[config.mk]
export PLATFORM = sky130hd
export DESIGN_NAME = led_update_scheduler_flat
export DESIGN_NICKNAME = d
export VERILOG_FILES = /design/src/rtl/ambilight_pkg.sv /design/src/rtl/led_update_scheduler_if.sv /design/src/rtl/led_update_scheduler_frame_tick_gen.sv /design/src/rtl/led_update_scheduler.sv /design/src/flat_wrapper.sv
export SDC_FILE = /design/constraint.sdc
export NUM_CORES = 1
export LEC_CHECK = 0
export CAP_MARGIN = 20
export CORE_ASPECT_RATIO = 0.5
export CORE_UTILIZATION = 45
export CTS_CLUSTER_DIAMETER = 200
export DETAILED_ROUTE_END_ITERATION = 8
export PLACE_DENSITY = 0.88
export SYNTH_ARGS = -nofsm -noshare
export SYNTH_HDL_FRONTEND = slang
export SYNTH_SLANG_ARGS = --single-unit
export TNS_END_PERCENT = 1
[constraint.sdc]
create_clock -name clk -period 3.1 [get_ports clk]
set_input_delay 0.62 -clock clk [delete_from_list [all_inputs] [get_ports clk]]
set_output_delay 0.62 -clock clk [all_outputs]
set_load 0.03 [all_outputs]
[src/rtl/ambilight_pkg.sv]
// Types and constants shared by the ambilight LED update path.
package ambilight_pkg;
  typedef logic [23:0] rgb_t;
  typedef logic [7:0]  led_id_t;

  typedef enum logic [2:0] {
    IDLE,
    READ,
    WAIT,
    SEND,
    LATCH
  } sched_state_e;

  localparam led_id_t LED_ID_INVALID = 8'hFF;
endpackage

[src/rtl/led_update_scheduler_if.sv]
// Colour buffer read port plus the LED stream toward the strip serializer.
interface led_update_scheduler_if;
  import ambilight_pkg::*;

  logic    buf_rd_en;
  led_id_t buf_rd_id;
  rgb_t    buf_rd_data;

  // LED stream: a transfer happens on a clock edge where led_valid and led_ready
  // are both high; while led_valid waits for led_ready, led_rgb/led_id stay stable.
  logic    led_valid;
  logic    led_ready;
  rgb_t    led_rgb;
  led_id_t led_id;

  modport master (
    output buf_rd_en, buf_rd_id,
    input  buf_rd_data,
    output led_valid, led_rgb, led_id,
    input  led_ready
  );

  modport slave (
    input  buf_rd_en, buf_rd_id,
    output buf_rd_data,
    input  led_valid, led_rgb, led_id,
    output led_ready
  );
endinterface

[src/rtl/led_update_scheduler_frame_tick_gen.sv]
// Frame start detection from the pixel counters and the once-per-FRAME_DIV update request.
module frame_tick_gen #(
  parameter int FRAME_DIV = 2
) (
  input  logic        clk,
  input  logic        rst,
  input  logic        enable,
  input  logic [15:0] h_cnt,
  input  logic [15:0] v_cnt,
  input  logic        busy,
  output logic        frame_start,
  output logic        update_req
);
  localparam logic [7:0] DIV_LAST = 8'(FRAME_DIV - 1);

  logic       at_origin;
  logic       at_origin_q;
  logic [7:0] div_cnt;

  assign at_origin   = (h_cnt == 16'd0) && (v_cnt == 16'd0);
  assign frame_start = at_origin && !at_origin_q;
  assign update_req  = frame_start && !busy && enable && (div_cnt == DIV_LAST);

  // Origin flag resets high so counters parked at 0,0 do not look like a new frame.
  always_ff @(posedge clk or posedge rst) begin
    if (rst) begin
      at_origin_q <= 1'b1;
      div_cnt     <= 8'd0;
    end else begin
      at_origin_q <= at_origin;
      if (frame_start && !busy && enable) begin
        div_cnt <= (div_cnt == DIV_LAST) ? 8'd0 : div_cnt + 8'd1;
      end
    end
  end
endmodule

[src/rtl/led_update_scheduler.sv]
// LED strip update sequencer: reads each averaged colour from the buffer, streams
// it to the serializer and then holds the strip latch gap.
module led_update_scheduler
  import ambilight_pkg::*;
#(
  parameter int NUM_LEDS     = 20,
  parameter int FRAME_DIV    = 2,
  parameter int LATCH_CYCLES = 6000
) (
  input  logic                   clk,
  input  logic                   rst,
  input  logic                   enable,
  input  logic [15:0]            h_cnt,
  input  logic [15:0]            v_cnt,
  led_update_scheduler_if.master bus,
  output logic                   strip_latch,
  output logic                   busy,
  output logic                   update_done,
  output logic                   frame_skipped,
  output sched_state_e           state_dbg
);
  localparam int      LW         = $clog2(LATCH_CYCLES + 1);
  localparam led_id_t LAST_IDX   = led_id_t'(NUM_LEDS - 1);
  localparam logic [LW-1:0] LATCH_INIT = LW'(LATCH_CYCLES - 1);

  sched_state_e  state;
  led_id_t       idx;
  logic [LW-1:0] latch_cnt;
  logic          frame_start;
  logic          update_req;

  assign busy      = (state != IDLE);
  assign state_dbg = state;

  frame_tick_gen #(.FRAME_DIV(FRAME_DIV)) u_tick (
    .clk        (clk),
    .rst        (rst),
    .enable     (enable),
    .h_cnt      (h_cnt),
    .v_cnt      (v_cnt),
    .busy       (busy),
    .frame_start(frame_start),
    .update_req (update_req)
  );

  always_ff @(posedge clk or posedge rst) begin
    if (rst) begin
      state         <= IDLE;
      idx           <= '0;
      latch_cnt     <= '0;
      bus.buf_rd_en <= 1'b0;
      bus.buf_rd_id <= '0;
      bus.led_valid <= 1'b0;
      bus.led_rgb   <= '0;
      bus.led_id    <= '0;
      strip_latch   <= 1'b0;
      update_done   <= 1'b0;
      frame_skipped <= 1'b0;
    end else begin
      update_done   <= 1'b0;
      // Any frame start outside IDLE, including the final LATCH cycle, is dropped.
      frame_skipped <= frame_start && busy;
      case (state)
        IDLE: begin
          if (update_req) begin
            idx           <= '0;
            bus.buf_rd_en <= 1'b1;
            bus.buf_rd_id <= '0;
            state         <= READ;
          end
        end
        READ: begin
          bus.buf_rd_en <= 1'b0;
          state         <= WAIT;
        end
        WAIT: begin
          bus.led_rgb   <= bus.buf_rd_data;
          bus.led_id    <= idx;
          bus.led_valid <= 1'b1;
          state         <= SEND;
        end
        SEND: begin
          if (bus.led_ready) begin
            bus.led_valid <= 1'b0;
            if (idx == LAST_IDX) begin
              latch_cnt   <= LATCH_INIT;
              strip_latch <= 1'b1;
              state       <= LATCH;
            end else begin
              idx           <= idx + 8'd1;
              bus.buf_rd_en <= 1'b1;
              bus.buf_rd_id <= idx + 8'd1;
              state         <= READ;
            end
          end
        end
        LATCH: begin
          if (latch_cnt == '0) begin
            strip_latch <= 1'b0;
            update_done <= 1'b1;
            state       <= IDLE;
          end else begin
            latch_cnt <= latch_cnt - LW'(1);
          end
        end
        default: state <= IDLE;
      endcase
    end
  end
endmodule

[src/flat_wrapper.sv]
// flat-port wrapper written by rule: the top's interface ports become plain ports
module led_update_scheduler_flat import ambilight_pkg::*;
#(
  parameter int NUM_LEDS     = 20,
  parameter int FRAME_DIV    = 2,
  parameter int LATCH_CYCLES = 6000
)
  (clk, rst, enable, h_cnt, v_cnt, strip_latch, busy, update_done, frame_skipped, state_dbg, bus_buf_rd_en, bus_buf_rd_id, bus_buf_rd_data, bus_led_valid, bus_led_rgb, bus_led_id, bus_led_ready);
  led_update_scheduler_if bus_i ();
  input  logic clk;
  input  logic rst;
  input  logic enable;
  input  logic [15:0] h_cnt;
  input  logic [15:0] v_cnt;
  output logic strip_latch;
  output logic busy;
  output logic update_done;
  output logic frame_skipped;
  output sched_state_e state_dbg;
  output wire logic [$bits(bus_i.buf_rd_en)-1:0] bus_buf_rd_en;
  output wire logic [$bits(bus_i.buf_rd_id)-1:0] bus_buf_rd_id;
  input wire logic [$bits(bus_i.buf_rd_data)-1:0] bus_buf_rd_data;
  output wire logic [$bits(bus_i.led_valid)-1:0] bus_led_valid;
  output wire logic [$bits(bus_i.led_rgb)-1:0] bus_led_rgb;
  output wire logic [$bits(bus_i.led_id)-1:0] bus_led_id;
  input wire logic [$bits(bus_i.led_ready)-1:0] bus_led_ready;
  assign bus_buf_rd_en = bus_i.buf_rd_en;
  assign bus_buf_rd_id = bus_i.buf_rd_id;
  assign bus_i.buf_rd_data = bus_buf_rd_data;
  assign bus_led_valid = bus_i.led_valid;
  assign bus_led_rgb = bus_i.led_rgb;
  assign bus_led_id = bus_i.led_id;
  assign bus_i.led_ready = bus_led_ready;
  led_update_scheduler #(.NUM_LEDS(NUM_LEDS), .FRAME_DIV(FRAME_DIV), .LATCH_CYCLES(LATCH_CYCLES)) u_core (.clk(clk), .rst(rst), .enable(enable), .h_cnt(h_cnt), .v_cnt(v_cnt), .bus(bus_i), .strip_latch(strip_latch), .busy(busy), .update_done(update_done), .frame_skipped(frame_skipped), .state_dbg(state_dbg));
endmodule
After elaboration in Yosys (flattened, before gate mapping):

Cells that the tools add are included.

* bits in registers: 70
* latch bits: 0
* bits in writable memories: 0
* ROM bits: 0
* input port bits: 60
* output and inout bits: 49
* word-level logic and storage cells: 76
* memories kept: 0

* add/subtract/negate cells: 3
* multiply operators: 0
* div/mod/pow operators: 0
* order comparisons: 0
* equality and inequality tests: 12
* shifts and indexed selects: 0
* mux-type cells: 26
* bitwise operators: 0
* reduce and logical (&&, ||, !) cells: 23

Operators by type and width (count)
* $mux 13: 3
* $logic_not 16->1: 2
* $mux 8: 4
* $pmux 13 s2: 1
* $add 8x1->8 const B: 2
* $pmux 8 s2: 1
* $reduce_and 4->1: 4
* $pmux 3 s5: 1
* $logic_not 13->1: 1
* $sub 13x1->13 const B: 1
* $mux 3: 4
* $mux 1: 9
* $eq 8x1->1 const B: 1
* $eq 8x5->1 const B: 1
* $ne 2x2->1 const B: 4
* $eq 3x2->1 const B: 2
* $logic_and 1x1->1: 6
* $reduce_bool 2->1: 3
* $reduce_bool 3->1: 2
* $ne 2x1->1 const B: 2
* $pmux 1 s2: 2
* $eq 3x1->1 const B: 1
* $eq 3x3->1 const B: 1
* $logic_not 3->1: 1
* 4 further kinds: 5

Logic depth before layout (Yosys ltp):

* depth in word-level cells: 8
* mapped depth: 8
* depth with buffers taken out: 7

Cells and area by module:

A second synthesis with hierarchy kept.

* cells, all modules: 285
* area total of the unflattened synthesis: 3479.6 sq um

Modules (own cells, without submodules)
* led_update_scheduler: instances 1, cells each 229, area an instance 2772.7 sq um, sequential area each 1526.5 sq um
* frame_tick_gen: instances 1, cells each 56, area an instance 706.9 sq um, sequential area each 226.5 sq um

Worst setup path before layout:

No wires, ideal clock.

* path kind: register to register
* start point: reg u_core.idx[0]
* end point: reg u_core.latch_cnt[1]
* setup time: 128 ps
* arrival: 2147 ps
* data required time: 2972 ps
* slack: 825 ps
* stages on the path, launching flop included: 7
* path buffers: 0
* clock period less this slack: 2275 ps
* cells stage by stage: dfrtp_1 > ha_1 > or4b_1 > or2_1 > nor2_2 > nor2_1 > mux2_1

* cells in the longest elaborated chain, start to end: 3

RTL lines
* start: declaration: RTL line led_update_scheduler.sv:27 `led_id_t idx;`
* start signal: assignment: RTL line led_update_scheduler.sv:90 `idx <= idx + 8'd1;`
* $eq 8x5->1: RTL line led_update_scheduler.sv:85 `if (idx == LAST_IDX) begin`
* $ne 2x1->1 (no source line)
* $reduce_and 4->1 (no source line)
* end signal: assignment: RTL line led_update_scheduler.sv:103 `latch_cnt <= latch_cnt - LW'(1);`
* end: declaration: RTL line led_update_scheduler.sv:28 `logic [LW-1:0] latch_cnt;`

No other way between the ends.
A chain may end at the register's enable or synchronous reset.

Final worst setup path:

* start point: reg u_core.state[0], in the netlist u_core.state_dbg[0]
* end point: out busy

* cells in the longest elaborated chain, start to end: 1

RTL lines
* start: declaration: RTL line led_update_scheduler.sv:26 `sched_state_e state;`
* start signal: assignment: RTL line led_update_scheduler.sv:48 `state <= IDLE;`
* start signal: assignment: RTL line led_update_scheduler.sv:69 `state <= READ;`
* start signal: assignment: RTL line led_update_scheduler.sv:74 `state <= WAIT;`
* $reduce_bool 3->1: RTL line led_update_scheduler.sv:32 `assign busy = (state != IDLE);`
* end: declaration: RTL line flat_wrapper.sv:16 `output logic busy;`

No other way between the ends.

==> out/metrics.yaml <==
logic_synthesis:
  ys_async_sr_fraction: 1.00
  yosys.area.top_type: "dfrtp_1"
  syn_nets: 355
  synthCells: 291
  yosys-top-cells-area: "dfrtp_1, mux2_1, nor4_1, mux2_2, nand2_1"
  ys_warn_count: 0
  synth_edf_count: 0
  yosysSeqAreaShare: 0.540
  avgSynthCellArea_um2: 11.2
  synth.cell_area_um2: 3250
  synth.distinct_cells: 48
  synthTopCellsByCount: "dfrtp_1, mux2_1, nand2_1, inv_1, nor3_1"
  synth_seq_cells: 70
  yosysTopAreaCellShare: 0.532
  synth_most_common_cell: "dfrtp_1"
  synth_flop_cell: "dfrtp_1"
floorplan:
  initial_core_util: 0.475
  num_rows: 21
  die_area_um2: 7580
  die_height_um: 62.1
  core_area_um2: 6830
  ios: 109
  die_x_um: 122
route:
  wire_per_inst_um: 15.3
  drt_pass1_iterations: 4
  dr.first_iter.drc_count: 146
  vias_per_cell: 5.39
  ant_nets: 0
  drt-total-wl_mm: 7.65
  num_vias: 2692
  drc: 0
critical_path:
  cp-start-kind: "flop"
  slowest_delay_ns: 0.58
  path_delay_family: "buffers and inverters"
  crit_chain: "nor3_1 -> buf_4 -> inv_1 -> clkdlybuf4s50_1"
  arrival_ns: 1.91
  cp_slowest_cell: "clkdlybuf4s50_1"
  crit_fanout: 13
  crit_required_ns: 2.48
  crit_buf_inv: 3
  crit_type: "flop to output port"
  cp-end-kind: "output port"
power_and_ir_drop:
  p_per_area_nw_per_um2: 945
  p_int_mw: 2.80
  pwr-share-clk: 0.233
  leakagePower_nw: 1.88
  seqPwrFrac: 0.327
  power_frac_comb: 0.440
  p_sw_mw: 1.70
  p_sw_frac: 0.378
  ir_drop_mv: 0.431
final_layout:
  fin_cells: 499
  drive_gt1_frac: 0.0885
  layout.nets: 467
  syn_to_final_growth_pct: 46.4
  fin_util: 0.696
  diodes: 0
global_route:
  gr-total-overflow: 0
  grt_pass1_wl_mm: 12.1
  gr-usage-all-layers: 0.214
  grt_pass1_vias: 2594
  grt_max_degree: 71
  grt_antenna_before_repair: 0
clock_network:
  cts.sinks: 70
  root_buffer: "clkbuf_16"
  cts_made_buffers: 9
  ctsResizeCount: 0
  clkTransAtPathRegs_ns: 0.05
  cts_setup_buffers: 0
  cts.htree.levels: 3
  clk_latency_ns: 0.33
  tritoncts: "built"
  clockBufferDepth: 2
  ctsHoldBuffers: 0
timing:
  finalCritPeriodShare: 0.816
  min_period_ns: 2.53
  max_slew.worst_pin.slew_ns: 0.608
  setup_tns_ns: 0
  hold_viol: 0
  setup_viol: 0
  slew-limit-headroom: 0.593
  skew_ns: 0.00840
  maxSlewViolCount: 0
  rsz0062_at_grt: "false"
  fmax_mhz: 395
placed_design:
  dp.cells: 484
  gp_congestion: 0.833
  post-dp-hpwl_mm: 5.41
  portBuffers: 108
status:
  outcome: "finished clean"
job:
  cap_violations: 0
hold_path:
  hp-class: "flop to flop"
## power groups by stage
stage,registers (mW),logic [mW],clock network (mW)
global placement,1.45,1.94,0
floorplan,2.00,0.602,0
global route,1.52,2.11,1.10
detailed placement,1.48,1.98,0
finish,1.47,1.98,1.05
CTS,1.47,2.00,1.06
## flip-flops by register name (all words and copies together) (netlist names)
name and flops:
u_core.bus.led_rgb 24, u_core.update_done 1, u_core.bus.led_valid 1, u_core.u_tick.at_origin_q 1, u_core.u_tick.div_cnt 8, u_core.bus.buf_rd_en 1
u_core.latch_cnt 13, u_core.idx 8, u_core.bus.led_id 8, u_core.state_dbg 3, u_core.strip_latch 1, u_core.frame_skipped 1
## logic make-up (layout without fill, tap and decap cells)
group,after synthesis,in the layout,synth area share
buffers and inverters,26,142,0.0339
AOI/OAI and AO/OA,34,34,0.0620
xor gates and xnor gates,12,12,0.0324
muxes,36,36,0.124
adders and majority gates,4,4,0.0154
and+or+nand+nor,109,109,0.192
DFF,70,70,0.540
## worst paths after layout
path	startpoint	endpoint	slack, ns	depth (start not counted)
max	u_core.state_dbg[0]	busy	0.57	4
min	u_core.u_tick.div_cnt[7]	u_core.u_tick.div_cnt[7]	0.46	1
max reg2reg	u_core.idx[0]	u_core.latch_cnt[1]	0.66	6
min reg2reg	u_core.u_tick.div_cnt[7]	u_core.u_tick.div_cnt[7]	0.46	1
max in group asynchronous	rst	u_core.u_tick.at_origin_q	2.10	3
min in group asynchronous	rst	u_core.bus.led_id[5]	0.68	3
## per-layer routing
metal / vias up / global-route usage / wire length [um]
li1: 1273 / - / -
met1: 1318 / 0.258 / 3150
met2: 88 / 0.375 / 3960
met3: 13 / 0.0538 / 418
met4: 0 / 0.101 / 121
met5: - / 0 / 0
## placed cells by master (no fill, tap or decap), drive strengths merged, types with 10 or more instances in the layout
master and count:
clkdlybuf4s50 108, clkbuf 12, o21ai 13, nand3 10, inv 16, nor2 12, nor4 16, mux2 35
nor3 14, nand2 21, dfrtp 69
## final cells by class
type,count,area [um^2]
clock inverters,3,42.5
multi-input cells,195,1390
well taps,92,115
repair buffers,111,1130
inverters,16,60.1
fillers,479,2080
flip-flops and latches,70,1750
clock buffers,12,267
## metrics by stage
step	setup WS [ns]	instance area [um^2]	hold slack, ns	power (mW)
2_1_floorplan	0.713	3250	0.443	2.60
3_3_place_gp	0.328	4440	0.458	3.39
3_5_place_dp	0.294	4440	0.461	3.46
4_1_cts	0.572	4750	0.468	4.53
5_1_grt	0.471	4750	0.501	4.73
6_report	0.570	4750	0.464	4.49
(Power assumes the default switching activity.)
==> RTL change (same flow settings) <==
Make the reset (`rst`) synchronous in 2 clocked blocks.
--- a/src/rtl/led_update_scheduler_frame_tick_gen.sv
+++ b/src/rtl/led_update_scheduler_frame_tick_gen.sv
@@ -22,7 +22,7 @@
   assign update_req  = frame_start && !busy && enable && (div_cnt == DIV_LAST);
 
   // Origin flag resets high so counters parked at 0,0 do not look like a new frame.
-  always_ff @(posedge clk or posedge rst) begin
+  always_ff @(posedge clk) begin
     if (rst) begin
       at_origin_q <= 1'b1;
       div_cnt     <= 8'd0;
--- a/src/rtl/led_update_scheduler.sv
+++ b/src/rtl/led_update_scheduler.sv
@@ -43,7 +43,7 @@
     .update_req (update_req)
   );
 
-  always_ff @(posedge clk or posedge rst) begin
+  always_ff @(posedge clk) begin
     if (rst) begin
       state         <= IDLE;
       idx           <= '0;
Function: differs if rst is asserted again (counterexample within 10 cycles, from zero or initial values and one cycle with rst high); with rst held inactive, the same outputs for 10 cycles.
==> RTL change against the unedited design <==
Synthesized area down 4.2%. Count of clock-buffer cells in the layout is the same. Clock skew shrank 0.0019 ns. Sequential cell count unchanged. First-iteration DRC count is 33% higher. Worst setup slack worse by 0.16 ns. Final area down 4.3%. Routed wire length rose by 9.2%.
Power is not compared: it rests on default switching activity, and its combinational part moved more than twofold at a synthesized area within 25%.
==> RTL change: results (changes against the unedited design) <==
- Max-slew headroom: 0.448 (-0.145)
- Initial drt markers: 194 (+33%)
- Outcome: finished, final reports clean
- Largest net degree at the start of global routing: 48 (-32%)
- Final GP Congestion: 0.881 (+5.8%)
- Hold Crit Start: u_core.u_tick.at_origin_q
- Post-DP HPWL: 5660 µm (+4.5%)
- R2r startpoint: u_core.u_tick.div_cnt[0]
- Critical path peak fanout: 15 (+2)
- Skew final: 0.00647 ns (-0.00194 ns)
- Met1 usage: 0.279 (+0.0212)
- Sequential area share after synthesis: 0.451 (-0.0892)
- Synth cell types: 49 (+2.1%)
- CP Data Arrival Time: 2.07 ns (+0.16 ns)
- Leading post-synthesis cells by instance count: nand2_1, dfxtp_1, a21oi_1
- Top cells by area, synth: dfxtp_1, nand2_1, a21oi_1, nor4_1, clkbuf_1
- Final wirelength: 8350 µm (+9.2%)
- Fill count: 494 (+3.1%)
- Placement Cell Area: 0.00425 mm² (-4.4%)
- First-pass GRT wire length: 13300 µm (+9.7%)
- GRT met2 Usage: 0.422 (+0.0467)
- CP Launch Point: u_core.state_dbg[0]
- Nets: 543 (+16%)
- Met3 Use GR: 0.0639 (+0.0101)
- CP peak stage delay: 0.63 ns (+0.05 ns)
==> RTL change: cells by family (layout without fill, tap and decap cells) <==
family | count (synthesis) | after routing | share of synthesized area
AO/OA/AOI/OAI | 79 | 79 | 0.168
AND/OR/NAND/NOR | 181 | 181 | 0.293
flip-flops | 70 | 70 | 0.451
multiplexers | 3 | 3 | 0.0101
adder cells (fa/ha/maj) | 4 | 4 | 0.0161
buffers and inverters | 33 | 139 | 0.0398
XOR/XNOR | 8 | 8 | 0.0225
==> RTL change: layout make-up <==
type,instances,area [µm²],area share
Multi-Input combinational cell,275,1590,0.349
Sequential cell,70,1400,0.308
Timing Repair Buffer,112,1110,0.243
Clock buffer,12,256,0.0564
Tap cell,88,110,0.0242
Clock inverter,4,45.0,0.00991
Inverter,11,41.3,0.00908
==> RTL change: routing by layer <==
metal	vias to the layer above	part of all wire
met2	96	0.49
met4	0	0.012
met1	1454	0.44
met3	11	0.060
li1	1552	-
met5	-	0
==> RTL change: metrics by stage <==
stage | hold WS [ns] | setup WS (ns) | utilization | total power [W] | instances
final | 0.419 | 0.406 | 0.715 | 0.00203 | 572
after global routing | 0.442 | 0.317 | 0.715 | 0.00208 | 572
after detailed placement | 0.407 | 0.336 | 0.668 | 0.00102 | 556
after floorplan | 0.388 | 0.834 | - | 0.000938 | 378
after CTS | 0.415 | 0.407 | 0.715 | 0.00203 | 572
after global placement | 0.394 | 0.468 | 0.668 | 0.00102 | 556
==> RTL change: worst paths after layout <==
check | end | slack [ns] | depth (start not counted)
worst max-delay path | busy | 0.41 | 3
worst min-delay path | u_core.frame_skipped | 0.42 | 1
worst max register to register | u_core.bus.buf_rd_id[5] | 0.63 | 6
worst min register to register | u_core.frame_skipped | 0.42 | 1
==> RTL change: power by group through the flow <==
stage / logic, W / clock network (W) / registers, W
final: 0.0000982 / 0.00103 / 0.000901
after global routing: 0.000104 / 0.00107 / 0.000901
after CTS: 0.0000978 / 0.00104 / 0.000901
after detailed placement: 0.0000970 / 0 / 0.000920
after global placement: 0.0000964 / 0 / 0.000920
after floorplan: 0.0000181 / 0 / 0.000920
==> RTL change: worst reg2reg max path, cell delays in order, from the launching register on <==
cell	delay, ns
dfxtp_1	0.44
ha_1	0.19
or4b_1	0.46
or4_4	0.49
o41ai_4	0.52
a21bo_1	0.17
a21oi_1	0.05
